### config.mk
export PLATFORM = sky130hd
export DESIGN_NAME = mem_arbiter
export DESIGN_NICKNAME = d
export VERILOG_FILES = /design/src/rtl/mem_arbiter.sv
export SDC_FILE = /design/constraint.sdc
export NUM_CORES = 1
export LEC_CHECK = 0
export ABC_AREA = 1
export CAP_MARGIN = 15
export CORE_AREA = 2 2 303 305
export CTS_CLUSTER_DIAMETER = 40
export CTS_CLUSTER_SIZE = 30
export DETAILED_ROUTE_END_ITERATION = 10
export DIE_AREA = 0 0 305 307
export GPL_TIMING_DRIVEN = 1
export SKIP_CTS_REPAIR_TIMING = 1
export SLEW_MARGIN = 40
export SYNTH_ARGS = -nofsm -noshare
export SYNTH_HDL_FRONTEND = slang
export SYNTH_SLANG_ARGS = --single-unit
### constraint.sdc
create_clock -name clk -period 4.1 [get_ports clk]
set_input_delay 0.615 -clock clk [delete_from_list [all_inputs] [get_ports clk]]
set_output_delay 0.615 -clock clk [all_outputs]
set_load 0.01 [all_outputs]
### src/rtl/mem_arbiter.sv
// mem_arbiter: round-robin I/D line-fill and write-back arbiter onto a single-port line memory,
// with a park cycle between transactions so stale rvalid/wdone can never satisfy the next request.
module mem_arbiter #(
  parameter int ARCH_BITS = 32,
  parameter int LINE_BITS = 128,
  parameter int PARK_BIT  = 31
) (
  input  logic                 clk,
  input  logic                 rst,
  input  logic                 i_req,
  input  logic [ARCH_BITS-1:0] i_addr,
  output logic                 i_done,
  output logic [LINE_BITS-1:0] i_rdata,
  input  logic                 d_req,
  input  logic                 d_we,
  input  logic [ARCH_BITS-1:0] d_addr,
  input  logic [LINE_BITS-1:0] d_wdata,
  output logic                 d_done,
  output logic [LINE_BITS-1:0] d_rdata,
  output logic [ARCH_BITS-1:0] mem_raddr,
  output logic [ARCH_BITS-1:0] mem_waddr,
  output logic [LINE_BITS-1:0] mem_wdata,
  output logic                 mem_we,
  input  logic [LINE_BITS-1:0] mem_rdata,
  input  logic                 mem_rvalid,
  input  logic                 mem_wdone
);
  localparam logic [ARCH_BITS-1:0] PARK_MASK = {{(ARCH_BITS-1){1'b0}}, 1'b1} << PARK_BIT;
  localparam logic [ARCH_BITS-1:0] LINE_MASK = ~{{(ARCH_BITS-4){1'b0}}, 4'hf};
  typedef enum logic [1:0] {IDLE, READ, WRITE, PARK} state_t;
  state_t r_state, w_next;
  logic r_gnt_d, r_last_d, w_pick_d, w_write;
  logic [ARCH_BITS-1:0] r_addr, w_addr;
  // D wins unless I is also pending and D had the previous grant
  assign w_pick_d = d_req & (~i_req | ~r_last_d);
  assign w_write  = w_pick_d & d_we;
  assign w_addr   = (w_pick_d ? d_addr : i_addr) & LINE_MASK;
  always_comb begin
    w_next = r_state;
    case (r_state)
      IDLE:    w_next = !(i_req || d_req) ? IDLE : w_write ? WRITE : READ;
      READ:    w_next = mem_rvalid ? PARK : READ;
      WRITE:   w_next = mem_wdone ? PARK : WRITE;
      default: w_next = IDLE;
    endcase
  end
  always_ff @(posedge clk) begin
    if (rst) begin
      r_state   <= IDLE;
      r_gnt_d   <= 1'b0;
      r_last_d  <= 1'b0;
      r_addr    <= '0;
      i_done    <= 1'b0;
      d_done    <= 1'b0;
      i_rdata   <= '0;
      d_rdata   <= '0;
      mem_raddr <= PARK_MASK;
      mem_waddr <= PARK_MASK;
      mem_wdata <= '0;
      mem_we    <= 1'b0;
    end else begin
      r_state <= w_next;
      i_done  <= 1'b0;
      d_done  <= 1'b0;
      case (r_state)
        IDLE: if (i_req || d_req) begin
          r_gnt_d  <= w_pick_d;
          r_last_d <= w_pick_d;
          r_addr   <= w_addr;
          if (w_write) begin
            mem_waddr <= w_addr;
            mem_wdata <= d_wdata;
            mem_we    <= 1'b1;
          end else mem_raddr <= w_addr;
        end
        READ: if (mem_rvalid) begin
          if (r_gnt_d) d_rdata <= mem_rdata;
          else i_rdata <= mem_rdata;
          d_done <= r_gnt_d;
          i_done <= !r_gnt_d;
        end
        WRITE: if (mem_wdone) begin
          mem_we <= 1'b0;
          d_done <= 1'b1;
        end
        PARK: begin
          mem_raddr <= r_addr ^ PARK_MASK;
          mem_we    <= 1'b0;
        end
      endcase
    end
  end
  a_hold: assert property (@(posedge clk) disable iff (rst)
    (r_state == READ || r_state == WRITE) |-> (r_gnt_d ? d_req : i_req))
    else $error("mem_arbiter: client dropped req mid-transaction");
  a_park: assert property (@(posedge clk) disable iff (rst)
    !(i_req && i_addr[PARK_BIT]) && !(d_req && d_addr[PARK_BIT]))
    else $error("mem_arbiter: request address has the park bit set");
endmodule

==> impl_metrics.json <==
{
  "outcome": "finished clean",
  "p_leak_nw": 11.2,
  "critical_path.max_fanout": 95,
  "avgSynthCellArea_um2": 7.47,
  "grt_first_pass_wirelength_um": 110000,
  "layout_common_cells": "clkdlybuf4s50_1 (760), dfxtp_1 (474), nand2_1 (432), nor2_1 (359), a21oi_1 (304)",
  "grt_max_degree": 146,
  "hold_violations": 0,
  "combPwrFrac_pct": 17.1,
  "use_met3_pct": 7.79,
  "cpPeakStageDelay_ps": 600,
  "cp-end-kind": "register",
  "critPathKind": "register to register",
  "die_y_um": 307,
  "use_met2_pct": 24.5,
  "post-place-ws_ps": 1020,
  "drc": 0,
  "wire_per_inst_um": 17.7,
  "grt_pass1_vias": 17100,
  "drt.antenna.violating_nets": 0,
  "dieWidth_um": 305,
  "fin_util_pct": 32.3,
  "maxSlewHeadroom_pct": 40.0,
  "root_buffer": "clkbuf_16",
  "fin_area_um2": 29300,
  "core_area_um2": 90700,
  "netlist_instances": 2359,
  "hold_end": "mem_waddr[19]$_SDFFE_PP0P_",
  "power-per-cell-area_nw_per_um2": 522,
  "yosysSeqAreaShare_pct": 53.9,
  "fin_crit_sh_pct": 63.5,
  "synth_area_leaders": "dfxtp_1 (54%), nand2_1 (9.2%), a21oi_1 (8.6%)",
  "port_buffers": 761,
  "cp_slowest_cell": "inv_4",
  "setup_tns_ps": 0,
  "busiest_layer": "met2",
  "gr-total-overflow": 0,
  "nets": 3394,
  "fmax_mhz": 384,
  "worst_slew_pin_slew_ps": 900,
  "rows": 111,
  "r2r_slack_ps": 1500,
  "synth_warnings": 0,
  "timing.final.ws_setup_ps": 1500,
  "wl_um": 76400,
  "setup_violations": 0,
  "fin_skew_ps": 21.8,
  "regArea_um2": 9490,
  "grt_setup_unrepaired": "no",
  "clock_sinks": 474,
  "fin_crit_ps": 2600,
  "ioPinCount": 778,
  "dr.pass1.iters": 5,
  "holdPathStages": 2,
  "syn_to_final_growth_pct": 66.5,
  "p_switching_w": 0.00422,
  "yosys_register_bits": 474,
  "yosys.area.top_type": "dfxtp_1",
  "maxSlewViolCount": 0,
  "p_int_w": 0.0111,
  "final_common_cell": "clkdlybuf4s50_1",
  "cts_tree": "built",
  "drt_iter0_markers": 1186,
  "stdcell_count": 4322,
  "netlist_area_um2": 17600,
  "met1_usage_pct": 18.3,
  "cts_buffers": 87,
  "holdCritStartpoint": "rst",
  "swShare_pct": 27.5,
  "p_seq_share_pct": 34.5,
  "vias": 17900,
  "vias_per_cell": 4.15,
  "drv_cap": 0,
  "nFillCells": 9544,
  "start_util_pct": 19.4,
  "vdd_drop_max_mv": 0.341,
  "r2r_cells": 7,
  "p_clk_share_pct": 48.4,
  "clk_latency_ps": 650,
  "place_congestion": 0.827,
  "layout-drive-gt1-share_pct": 5.78,
  "die-area_um2": 93600,
  "cts_max_level": 3,
  "dp_hpwl_um": 54800,
  "multi_input_area_um2": 6560,
  "synth.distinct_cells": 19,
  "clock_path_buffers": 3,
  "reg2reg_from": "r_state[1]$_SDFF_PP0_",
  "arrival_ps": 3150,
  "holdCritPathClass": "primary input to register",
  "crit_chain": "inv_1 > ha_1 > nand4_4 > inv_4 > buf_12 > nand2_1 > a21oi_1",
  "clkTransAtPathRegs_ps": 50,
  "dp_cells": 4160,
  "synth_top_area_share_pct": 53.9,
  "startpoint_type": "register",
  "grt_usage_pct": 15.5,
  "worstPathRequired_ps": 4650,
  "placedInstanceArea_um2": 26300,
  "antenna_found_initial": 23,
  "crit_start": "r_state[1]$_SDFF_PP0_",
  "rr_endpoint": "mem_wdata[108]$_SDFFE_PP0P_"
}
==> registers in the layout, indices dropped and copies added (netlist names) <==
register and flops:
r_state 2, mem_waddr 28, r_addr 28, mem_we 1, i_rdata 128, d_done 1
r_last_d 1, mem_raddr 28, mem_wdata 128, d_rdata 128, i_done 1
==> metrics by stage <==
stage	hold WS [ps]	total power, W
after global placement	430	0.00798
after global routing	254	0.0160
after detailed placement	435	0.00799
final	286	0.0153
after CTS	229	0.0155
after floorplan	467	0.00651
==> area by class of cell <==
class | count | area share [%]
inverter | 220 | 2.87
antenna | 5 | 0.0427
clock inverter | 53 | 2.53
multi-input combinational | 1494 | 22.4
tap | 1186 | 5.06
sequential | 474 | 32.4
timing repair buffer | 786 | 27.0
clock buffer | 104 | 7.81
==> logic make-up (layout without fill, tap and decap cells) <==
kind of cell               after synthesis  in the layout  synth area share [%]
AOI/OAI and AO/OA                      598            598                  17.0
and+or+nand+nor                        884            884                  19.6
other                                    1             13                0.0213
DFF                                    474            474                  53.9
buffers and inverters                  398           1163                  9.24
adders and majority gates                4              4                 0.284
==> worst max-delay path: cells and delay by family, from the launching register on <==
family	cells	cell delay, ps
AOI/OAI and AO/OA	1	180
DFF	1	320
and+or+nand+nor	2	420
buffers and inverters	3	1090
adders and majority gates	1	320
==> cell usage after synthesis <==
master and n:
a21oi_1 304, a31oi_1 2, and2_1 6, buf_1 3, buf_2 46, buf_4 20
clkbuf_1 108, clkbuf_2 1, conb_1 1, dfxtp_1 474, ha_1 4, inv_1 219
inv_2 1, nand2_1 433, nand3_1 83, nand4_2 1, nor2_1 361, o21ai_0 288
o21ai_1 4
==> per-layer routing <==
metal	vias to the layer above	wire length, µm
li1	8902	-
met1	8157	31000
met2	708	34700
met3	139	8530
met4	14	2080
met5	-	92
==> power groups by stage <==
stage,Clock [W],Combinational [W],Sequential [W]
after floorplan,0,0.000996,0.00552
after global placement,0,0.00263,0.00535
after detailed placement,0,0.00263,0.00536
after CTS,0.00759,0.00265,0.00528
after global routing,0.00780,0.00286,0.00533
final,0.00741,0.00262,0.00528
==> worst max-delay path by stage <==
stage                                             end  cells past startpoint
after floorplan            mem_raddr[13]$_SDFFE_PP0P_                      9
after global placement     mem_raddr[25]$_SDFFE_PP0P_                     10
after detailed placement   mem_waddr[27]$_SDFFE_PP0P_                      8
after CTS                 mem_wdata[108]$_SDFFE_PP0P_                      7
after global routing      mem_wdata[117]$_SDFFE_PP0P_                      7
final                     mem_wdata[108]$_SDFFE_PP0P_                      7
(Power assumes the default switching activity.)
